## src/rtl/lcd_write_arbiter.sv

```systemverilog
// Round-robin arbiter sharing one LCD controller between a CPU and an aux byte
// producer, each behind a small FIFO, with a bounded wait for the controller to ack.
module lcd_write_arbiter #(
  parameter int unsigned DEPTH       = 4,
  parameter int unsigned ACK_TIMEOUT = 255
) (
  input  logic       Clock,
  input  logic       Reset,
  input  logic [7:0] iCpuData,
  input  logic       iCpuValid,
  output logic       oCpuReady,
  input  logic [7:0] iAuxData,
  input  logic       iAuxValid,
  output logic       oAuxReady,
  input  logic       iLcdReady,
  output logic [7:0] oLcdData,
  output logic       oLcdDataReady,
  output logic       oGrant,
  output logic       oBusy,
  output logic       oTimeoutErr,
  input  logic       iClearErr
);

  localparam int unsigned PW = $clog2(DEPTH);
  localparam int unsigned CW = $clog2(DEPTH) + 1;
  localparam int unsigned TW = $clog2(ACK_TIMEOUT + 1);

  localparam logic [1:0] ST_IDLE      = 2'd0;
  localparam logic [1:0] ST_ISSUE     = 2'd1;
  localparam logic [1:0] ST_WAIT_BUSY = 2'd2;
  localparam logic [1:0] ST_WAIT_DONE = 2'd3;

  logic [7:0]    cpu_mem_q [DEPTH];
  logic [7:0]    aux_mem_q [DEPTH];
  logic [PW-1:0] cpu_wr_q, cpu_wr_d, cpu_rd_q, cpu_rd_d;
  logic [PW-1:0] aux_wr_q, aux_wr_d, aux_rd_q, aux_rd_d;
  logic [CW-1:0] cpu_cnt_q, cpu_cnt_d, aux_cnt_q, aux_cnt_d;

  logic [1:0]    state_q, state_d;
  logic [TW-1:0] tmo_q, tmo_d;
  logic [7:0]    data_q, data_d;
  logic          stb_q, stb_d;
  logic          grant_q, grant_d;
  logic          busy_q, busy_d;
  logic          err_q, err_d;

  logic cpu_push, aux_push, cpu_pop, aux_pop;
  logic cpu_ne, aux_ne, sel, set_err;

  // Ready is decoded from registered counts only, so a pop cannot admit a push into a full FIFO.
  assign oCpuReady = (cpu_cnt_q < CW'(DEPTH));
  assign oAuxReady = (aux_cnt_q < CW'(DEPTH));

  assign oLcdData      = data_q;
  assign oLcdDataReady = stb_q;
  assign oGrant        = grant_q;
  assign oBusy         = busy_q;
  assign oTimeoutErr   = err_q;

  // Arbitration and controller handshake FSM.
  always_comb begin
    state_d = state_q;
    tmo_d   = tmo_q;
    data_d  = data_q;
    stb_d   = 1'b0;
    grant_d = grant_q;
    err_d   = err_q;
    cpu_pop = 1'b0;
    aux_pop = 1'b0;
    set_err = 1'b0;
    cpu_ne  = (cpu_cnt_q != '0);
    aux_ne  = (aux_cnt_q != '0);
    sel     = (cpu_ne && aux_ne) ? ~grant_q : aux_ne;

    case (state_q)
      ST_IDLE: begin
        if (iLcdReady && (cpu_ne || aux_ne)) begin
          data_d  = sel ? aux_mem_q[aux_rd_q] : cpu_mem_q[cpu_rd_q];
          cpu_pop = ~sel;
          aux_pop = sel;
          grant_d = sel;
          stb_d   = 1'b1;
          state_d = ST_ISSUE;
        end
      end
      ST_ISSUE: begin
        tmo_d   = '0;
        state_d = ST_WAIT_BUSY;
      end
      ST_WAIT_BUSY: begin
        if (!iLcdReady) begin
          state_d = ST_WAIT_DONE;
        end else if (tmo_q == TW'(ACK_TIMEOUT - 1)) begin
          set_err = 1'b1;
          state_d = ST_IDLE;
        end else begin
          tmo_d = tmo_q + TW'(1);
        end
      end
      ST_WAIT_DONE: begin
        if (iLcdReady) state_d = ST_IDLE;
      end
      default: state_d = ST_IDLE;
    endcase

    if (set_err) begin
      err_d = 1'b1;
    end else if (iClearErr) begin
      err_d = 1'b0;
    end
    busy_d = (state_d != ST_IDLE);
  end

  // FIFO pointer and occupancy bookkeeping.
  always_comb begin
    cpu_push  = iCpuValid && oCpuReady;
    aux_push  = iAuxValid && oAuxReady;
    cpu_wr_d  = cpu_wr_q + PW'(cpu_push);
    cpu_rd_d  = cpu_rd_q + PW'(cpu_pop);
    aux_wr_d  = aux_wr_q + PW'(aux_push);
    aux_rd_d  = aux_rd_q + PW'(aux_pop);
    cpu_cnt_d = cpu_cnt_q + CW'(cpu_push) - CW'(cpu_pop);
    aux_cnt_d = aux_cnt_q + CW'(aux_push) - CW'(aux_pop);
  end

  always_ff @(posedge Clock) begin
    if (cpu_push) cpu_mem_q[cpu_wr_q] <= iCpuData;
    if (aux_push) aux_mem_q[aux_wr_q] <= iAuxData;
  end

  always_ff @(posedge Clock or negedge Reset) begin
    if (!Reset) begin
      cpu_wr_q  <= '0;
      cpu_rd_q  <= '0;
      cpu_cnt_q <= '0;
      aux_wr_q  <= '0;
      aux_rd_q  <= '0;
      aux_cnt_q <= '0;
      state_q   <= ST_IDLE;
      tmo_q     <= '0;
      data_q    <= 8'h00;
      stb_q     <= 1'b0;
      grant_q   <= 1'b1;
      busy_q    <= 1'b0;
      err_q     <= 1'b0;
    end else begin
      cpu_wr_q  <= cpu_wr_d;
      cpu_rd_q  <= cpu_rd_d;
      cpu_cnt_q <= cpu_cnt_d;
      aux_wr_q  <= aux_wr_d;
      aux_rd_q  <= aux_rd_d;
      aux_cnt_q <= aux_cnt_d;
      state_q   <= state_d;
      tmo_q     <= tmo_d;
      data_q    <= data_d;
      stb_q     <= stb_d;
      grant_q   <= grant_d;
      busy_q    <= busy_d;
      err_q     <= err_d;
    end
  end

endmodule
```

## config.mk

```make
export PLATFORM = sky130hd
export DESIGN_NAME = lcd_write_arbiter
export DESIGN_NICKNAME = d
export VERILOG_FILES = /design/src/rtl/lcd_write_arbiter.sv
export SDC_FILE = /design/constraint.sdc
export NUM_CORES = 1
export LEC_CHECK = 0
export CAP_MARGIN = 20
export CORE_MARGIN = 10
export CORE_UTILIZATION = 52
export CTS_BUF_LIST = sky130_fd_sc_hd__clkbuf_4 sky130_fd_sc_hd__clkbuf_8 sky130_fd_sc_hd__clkbuf_16
export DETAILED_ROUTE_END_ITERATION = 8
export PLACE_DENSITY = 0.84
export SLEW_MARGIN = 20
export SYNTH_ARGS = -nofsm -noshare
export SYNTH_HDL_FRONTEND = slang
export SYNTH_SLANG_ARGS = --single-unit
export TNS_END_PERCENT = 5
```

## constraint.sdc

```tcl
create_clock -name Clock -period 6.98 [get_ports Clock]
set_clock_uncertainty 0.2 [all_clocks]
set_input_delay 1.396 -clock Clock [delete_from_list [all_inputs] [get_ports Clock]]
set_output_delay 1.396 -clock Clock [all_outputs]
set_load 0.05 [all_outputs]
```

==> tab_implementation.tex <==
\begin{tabular}{lr}
\hline
Metric & Value \\
\hline
\multicolumn{2}{l}{\textbf{Run status}} \\
\quad Run status & finished, final reports clean \\
\multicolumn{2}{l}{\textbf{Placed design}} \\
\quad \# port buffers & 35 \\
\quad Setup slack after placement & 2190 ps \\
\quad HPWL reported at the end of detailed placement & 5200 um \\
\quad Final GP Congestion & 0.761 \\
\quad Number of placed cells counting well taps & 395 \\
\multicolumn{2}{l}{\textbf{Synth}} \\
\quad Average cell area after synthesis & 15.8 sq um \\
\quad Sequential fraction of the synthesis area & 67.6\% \\
\quad Post-synthesis cell count & 264 \\
\quad Number of enable-type register cells in the synthesized netlist & 64 \\
\quad Post-Syn Area & 4180 sq um \\
\quad Post-synthesis async set-or-reset flop share & 36.0\% \\
\quad Commonest register cell after synthesis & sky130\_fd\_sc\_hd\_\_edfxtp\_1 \\
\quad Synth Net Count & 294 \\
\quad Count of warnings emitted by yosys & 0 \\
\quad Netlist cell types & 45 \\
\quad Number of synthesized register bits & 100 \\
\multicolumn{2}{l}{\textbf{Timing}} \\
\quad Final Max Slew Viols & 0 \\
\quad Share of the clock period used by the worst path & 64.3\% \\
\quad Unrepaired setup endpoints after global routing & false \\
\quad Measured slew at the worst slew-check pin & 997 ps \\
\quad Setup-violating endpoint count in the final report & 0 \\
\quad Final hold violations & 0 \\
\quad Shortest period the worst path allows & 4490 ps \\
\quad Worst max-slew margin expressed relative to the limit & 33.3\% \\
\quad Final critical-path setup slack & 2490 ps \\
\quad Total negative slack & 0 ps \\
\quad Max frequency & 223 MHz \\
\multicolumn{2}{l}{\textbf{Setup path}} \\
\quad Reg-to-Reg Start & state\_q[1] \\
\quad Flop2flop setup slack & 3580 ps \\
\quad Kind of launch point of the worst setup path & input pin \\
\quad Endpoint arrival time on the critical path & 4580 ps \\
\quad Crit path cell chain & clkdlybuf4s50\_1 -> nor3b\_2 -> o211ai\_1 -> xnor2\_1 -> ha\_1 -> fa\_1 -> xnor2\_1 -> xnor2\_1 \\
\quad Largest fanout on the critical path & 13 \\
\quad Most frequent CP cell & sky130\_fd\_sc\_hd\_\_xnor2\_1 \\
\quad Type of the worst setup path & input pin to register \\
\quad Critical path's top delay family & simple AND/OR/NAND/NOR gates \\
\quad Cell count of the worst reg-to-reg path & 7 \\
\quad Crit path buffers/inverters & 1 \\
\quad Slowest stage cell, crit path & sky130\_fd\_sc\_hd\_\_nor3b\_2 \\
\quad Critical path required time & 7070 ps \\
\quad Terminus of the critical flop-to-flop path & cpu\_cnt\_q[2] \\
\quad Critical Path End Type & register \\
\quad CP max stage delay & 700 ps \\
\multicolumn{2}{l}{\textbf{Floorplan}} \\
\quad Die area & 12000 sq um \\
\quad Height of the die & 110 um \\
\quad Total I/O pin count & 36 \\
\quad Starting density of the core & 53.8\% \\
\quad Width of the chip & 110 um \\
\quad Core Footprint & 7770 sq um \\
\quad Std-Cell Rows & 32 \\
\multicolumn{2}{l}{\textbf{Cells and area}} \\
\quad Count of antenna diodes in the layout & 0 \\
\quad Final std cells w/o fill & 411 \\
\quad Share of the core filled with cells & 62.3\% \\
\quad Final layout net count & 334 \\
\quad Layout area overhead & 15.7\% \\
\quad Share of post-route cells with drive strength above 1 & 13.9\% \\
\multicolumn{2}{l}{\textbf{Power}} \\
\quad Logic pwr share & 33.1\% \\
\quad Internal power consumption & 1.21 mW \\
\quad VDD IR max & 0.150 mV \\
\quad Switching part of the total power & 37.3\% \\
\quad Areal power density over the cells & 398 nW/um\^{}2 \\
\quad Leakage Power & 1.80 nW \\
\quad Power share of the sequential group & 48.4\% \\
\quad Clock power frac & 18.6\% \\
\quad NetSw & 718 uW \\
\multicolumn{2}{l}{\textbf{CTS}} \\
\quad Post-CTS repair timing setup buffer count & 0 \\
\quad Post-cts gate resize count & 0 \\
\quad Level count of the clock H-tree & 3 \\
\quad Clock latency on the worst-skew pair & 370 ps \\
\quad Clock tree from TritonCTS & yes \\
\quad Buffer levels on the longest clock path & 2 \\
\quad CTS Root Cell & sky130\_fd\_sc\_hd\_\_clkbuf\_8 \\
\quad Number of hold buffers added after cts & 0 \\
\quad Cts bufs inserted & 9 \\
\quad Total clock sinks & 100 \\
\quad Reg clk slew, reported paths & 100 ps \\
\multicolumn{2}{l}{\textbf{Route}} \\
\quad Wire length per cell & 18.0 um \\
\quad Overall routed net length & 7380 um \\
\quad Post-detailed-route count of antenna-violating nets & 0 \\
\quad Post-route DRC & 0 \\
\quad Drt via density & 5.63 \\
\quad Initial detailed-routing violation count & 95 \\
\quad DRT Pass-1 Iters & 4 \\
\quad Via total after detailed routing & 2315 \\
\multicolumn{2}{l}{\textbf{Global routing}} \\
\quad Total global routing track utilization & 13.2\% \\
\quad Maximum number of pins on one net before global-route repair & 37 \\
\quad Global-route wire length before repair & 12200 um \\
\quad Via count of the first global-routing pass & 2438 \\
\quad Final global-route overflow total & 0 \\
\quad Antenna violations before repair & 0 \\
\multicolumn{2}{l}{\textbf{Min path}} \\
\quad WHS Endpoint & oGrant \\
\quad Kind of path behind the tightest hold check & register to register \\
\quad Hold path depth & 2 \\
\quad Source of the worst hold timing path & oGrant \\
\multicolumn{2}{l}{\textbf{Flow run}} \\
\quad Max-Cap Viols & 0 \\
\hline
\end{tabular}
==> flip-flops by register name, summed over array words and instances, names as in the netlist, 2 cells and up <==
| register | count |
|---|---|
| cpu_mem_q | 32 |
| state_q | 2 |
| cpu_rd_q | 2 |
| tmo_q | 8 |
| aux_cnt_q | 3 |
| oLcdData | 8 |
| aux_wr_q | 2 |
| cpu_cnt_q | 3 |
| aux_rd_q | 2 |
| cpu_wr_q | 2 |
| aux_mem_q | 32 |
==> cells in the final DEF, fill, tap and decap left out, types with 2 or more instances in the layout <==
| cell type | Yosys | layout |
|---|---|---|
| sky130_fd_sc_hd__nand3_1 | 3 | 3 |
| sky130_fd_sc_hd__and3_1 | 3 | 3 |
| sky130_fd_sc_hd__dfrtp_1 | 35 | 35 |
| sky130_fd_sc_hd__o2111ai_1 | 3 | 3 |
| sky130_fd_sc_hd__xor2_1 | 2 | 2 |
| sky130_fd_sc_hd__clkbuf_8 | 0 | 9 |
| sky130_fd_sc_hd__or3_1 | 2 | 2 |
| sky130_fd_sc_hd__clkdlybuf4s50_1 | 0 | 35 |
| sky130_fd_sc_hd__nand4_1 | 10 | 10 |
| sky130_fd_sc_hd__o211ai_1 | 3 | 3 |
| sky130_fd_sc_hd__o31ai_1 | 2 | 2 |
| sky130_fd_sc_hd__nand2_1 | 14 | 14 |
| sky130_fd_sc_hd__xnor2_1 | 10 | 10 |
| sky130_fd_sc_hd__inv_1 | 27 | 27 |
| sky130_fd_sc_hd__fa_1 | 2 | 2 |
| sky130_fd_sc_hd__edfxtp_1 | 64 | 64 |
| sky130_fd_sc_hd__nor3b_1 | 2 | 2 |
| sky130_fd_sc_hd__inv_6 | 0 | 2 |
| sky130_fd_sc_hd__buf_4 | 1 | 4 |
| sky130_fd_sc_hd__a21oi_1 | 2 | 2 |
| sky130_fd_sc_hd__a211oi_1 | 2 | 2 |
| sky130_fd_sc_hd__o221ai_1 | 8 | 8 |
| sky130_fd_sc_hd__mux4_2 | 16 | 16 |
| sky130_fd_sc_hd__inv_8 | 0 | 3 |
| sky130_fd_sc_hd__ha_1 | 6 | 6 |
| sky130_fd_sc_hd__nand2b_1 | 5 | 5 |
| sky130_fd_sc_hd__mux2i_1 | 5 | 5 |
| sky130_fd_sc_hd__nor2_1 | 5 | 5 |
| sky130_fd_sc_hd__o21ai_0 | 3 | 3 |
| sky130_fd_sc_hd__nor3_1 | 2 | 2 |
| sky130_fd_sc_hd__nand4b_1 | 2 | 2 |
==> per-stage QoR <==
| stage | hold WS (ps) | cell area, sq um | total power, mW |
|---|---|---|---|
| final | 349 | 4840 | 1.92 |
| after global routing | 363 | 4840 | 2.04 |
| after CTS | 348 | 4840 | 1.95 |
| after detailed placement | 329 | 4640 | 1.59 |
| after global placement | 306 | 4640 | 1.55 |
| after floorplan | 293 | 4180 | 1.38 |
==> worst max path at each step <==
stage	slack, ps	startpoint	cells past startpoint	endpoint
after global routing	2320	iLcdReady	8	cpu_cnt_q[2]
final	2490	iLcdReady	8	cpu_cnt_q[2]
after CTS	2540	iLcdReady	8	cpu_cnt_q[2]
after detailed placement	2190	iLcdReady	8	cpu_cnt_q[2]
after global placement	2410	iLcdReady	8	cpu_cnt_q[2]
after floorplan	3740	iLcdReady	8	cpu_cnt_q[2]
==> cells by family after synthesis <==
group / synth area share, %
buffers and inverters: 3.65
muxes: 9.82
and+or+nand+nor: 7.99
AOI/OAI and AO/OA: 5.69
DFF: 67.6
xor gates and xnor gates: 2.51
adders and majority gates: 2.75
==> cell type report <==
cell class                 count  area (sq um)
tap                          102           128
clock buffer                   9           124
clock inverter                 7          72.6
inverter                      28           105
multi-input combinational    126          1200
fill                         568          2930
sequential                   100          2820
timing repair buffer          39           380
==> power by group through the flow <==
stage | registers [mW] | clock network, mW | logic, mW
floorplan | 0.965 | 0 | 0.418
global placement | 0.937 | 0 | 0.617
detailed placement | 0.946 | 0 | 0.643
CTS | 0.934 | 0.367 | 0.646
global route | 0.955 | 0.391 | 0.695
finish | 0.931 | 0.358 | 0.636
==> per-layer routing <==
metal / vias to the layer above / routed length [um] / GRT usage, %
li1: 1081 / - / -
met1: 1172 / 3090 / 16.2
met2: 52 / 3780 / 21.6
met3: 10 / 421 / 4.45
met4: 0 / 99 / 4.74
met5: - / 0 / 0
==> tightest hold or removal path: stages, from the launching register on <==
cell,delay (ps)
sky130_fd_sc_hd__dfstp_2,420
sky130_fd_sc_hd__inv_1,50
sky130_fd_sc_hd__o21ai_0,80
==> Yosys cell counts, types with 3 or more instances <==
cell type / instances / area share, %
sky130_fd_sc_hd__and3_1: 3 / 0.45
sky130_fd_sc_hd__buf_2: 5 / 0.60
sky130_fd_sc_hd__clkbuf_1: 4 / 0.36
sky130_fd_sc_hd__dfrtp_1: 35 / 21
sky130_fd_sc_hd__edfxtp_1: 64 / 46
sky130_fd_sc_hd__ha_1: 6 / 1.8
sky130_fd_sc_hd__inv_1: 27 / 2.4
sky130_fd_sc_hd__mux2i_1: 5 / 1.2
sky130_fd_sc_hd__mux4_2: 16 / 8.6
sky130_fd_sc_hd__nand2_1: 14 / 1.3
sky130_fd_sc_hd__nand2b_1: 5 / 0.75
sky130_fd_sc_hd__nand3_1: 3 / 0.36
sky130_fd_sc_hd__nand4_1: 10 / 1.5
sky130_fd_sc_hd__nor2_1: 5 / 0.45
sky130_fd_sc_hd__o2111ai_1: 3 / 0.63
sky130_fd_sc_hd__o211ai_1: 3 / 0.54
sky130_fd_sc_hd__o21ai_0: 3 / 0.36
sky130_fd_sc_hd__o221ai_1: 8 / 1.7
sky130_fd_sc_hd__xnor2_1: 10 / 2.1
Power figures use the tool's default switching activity.
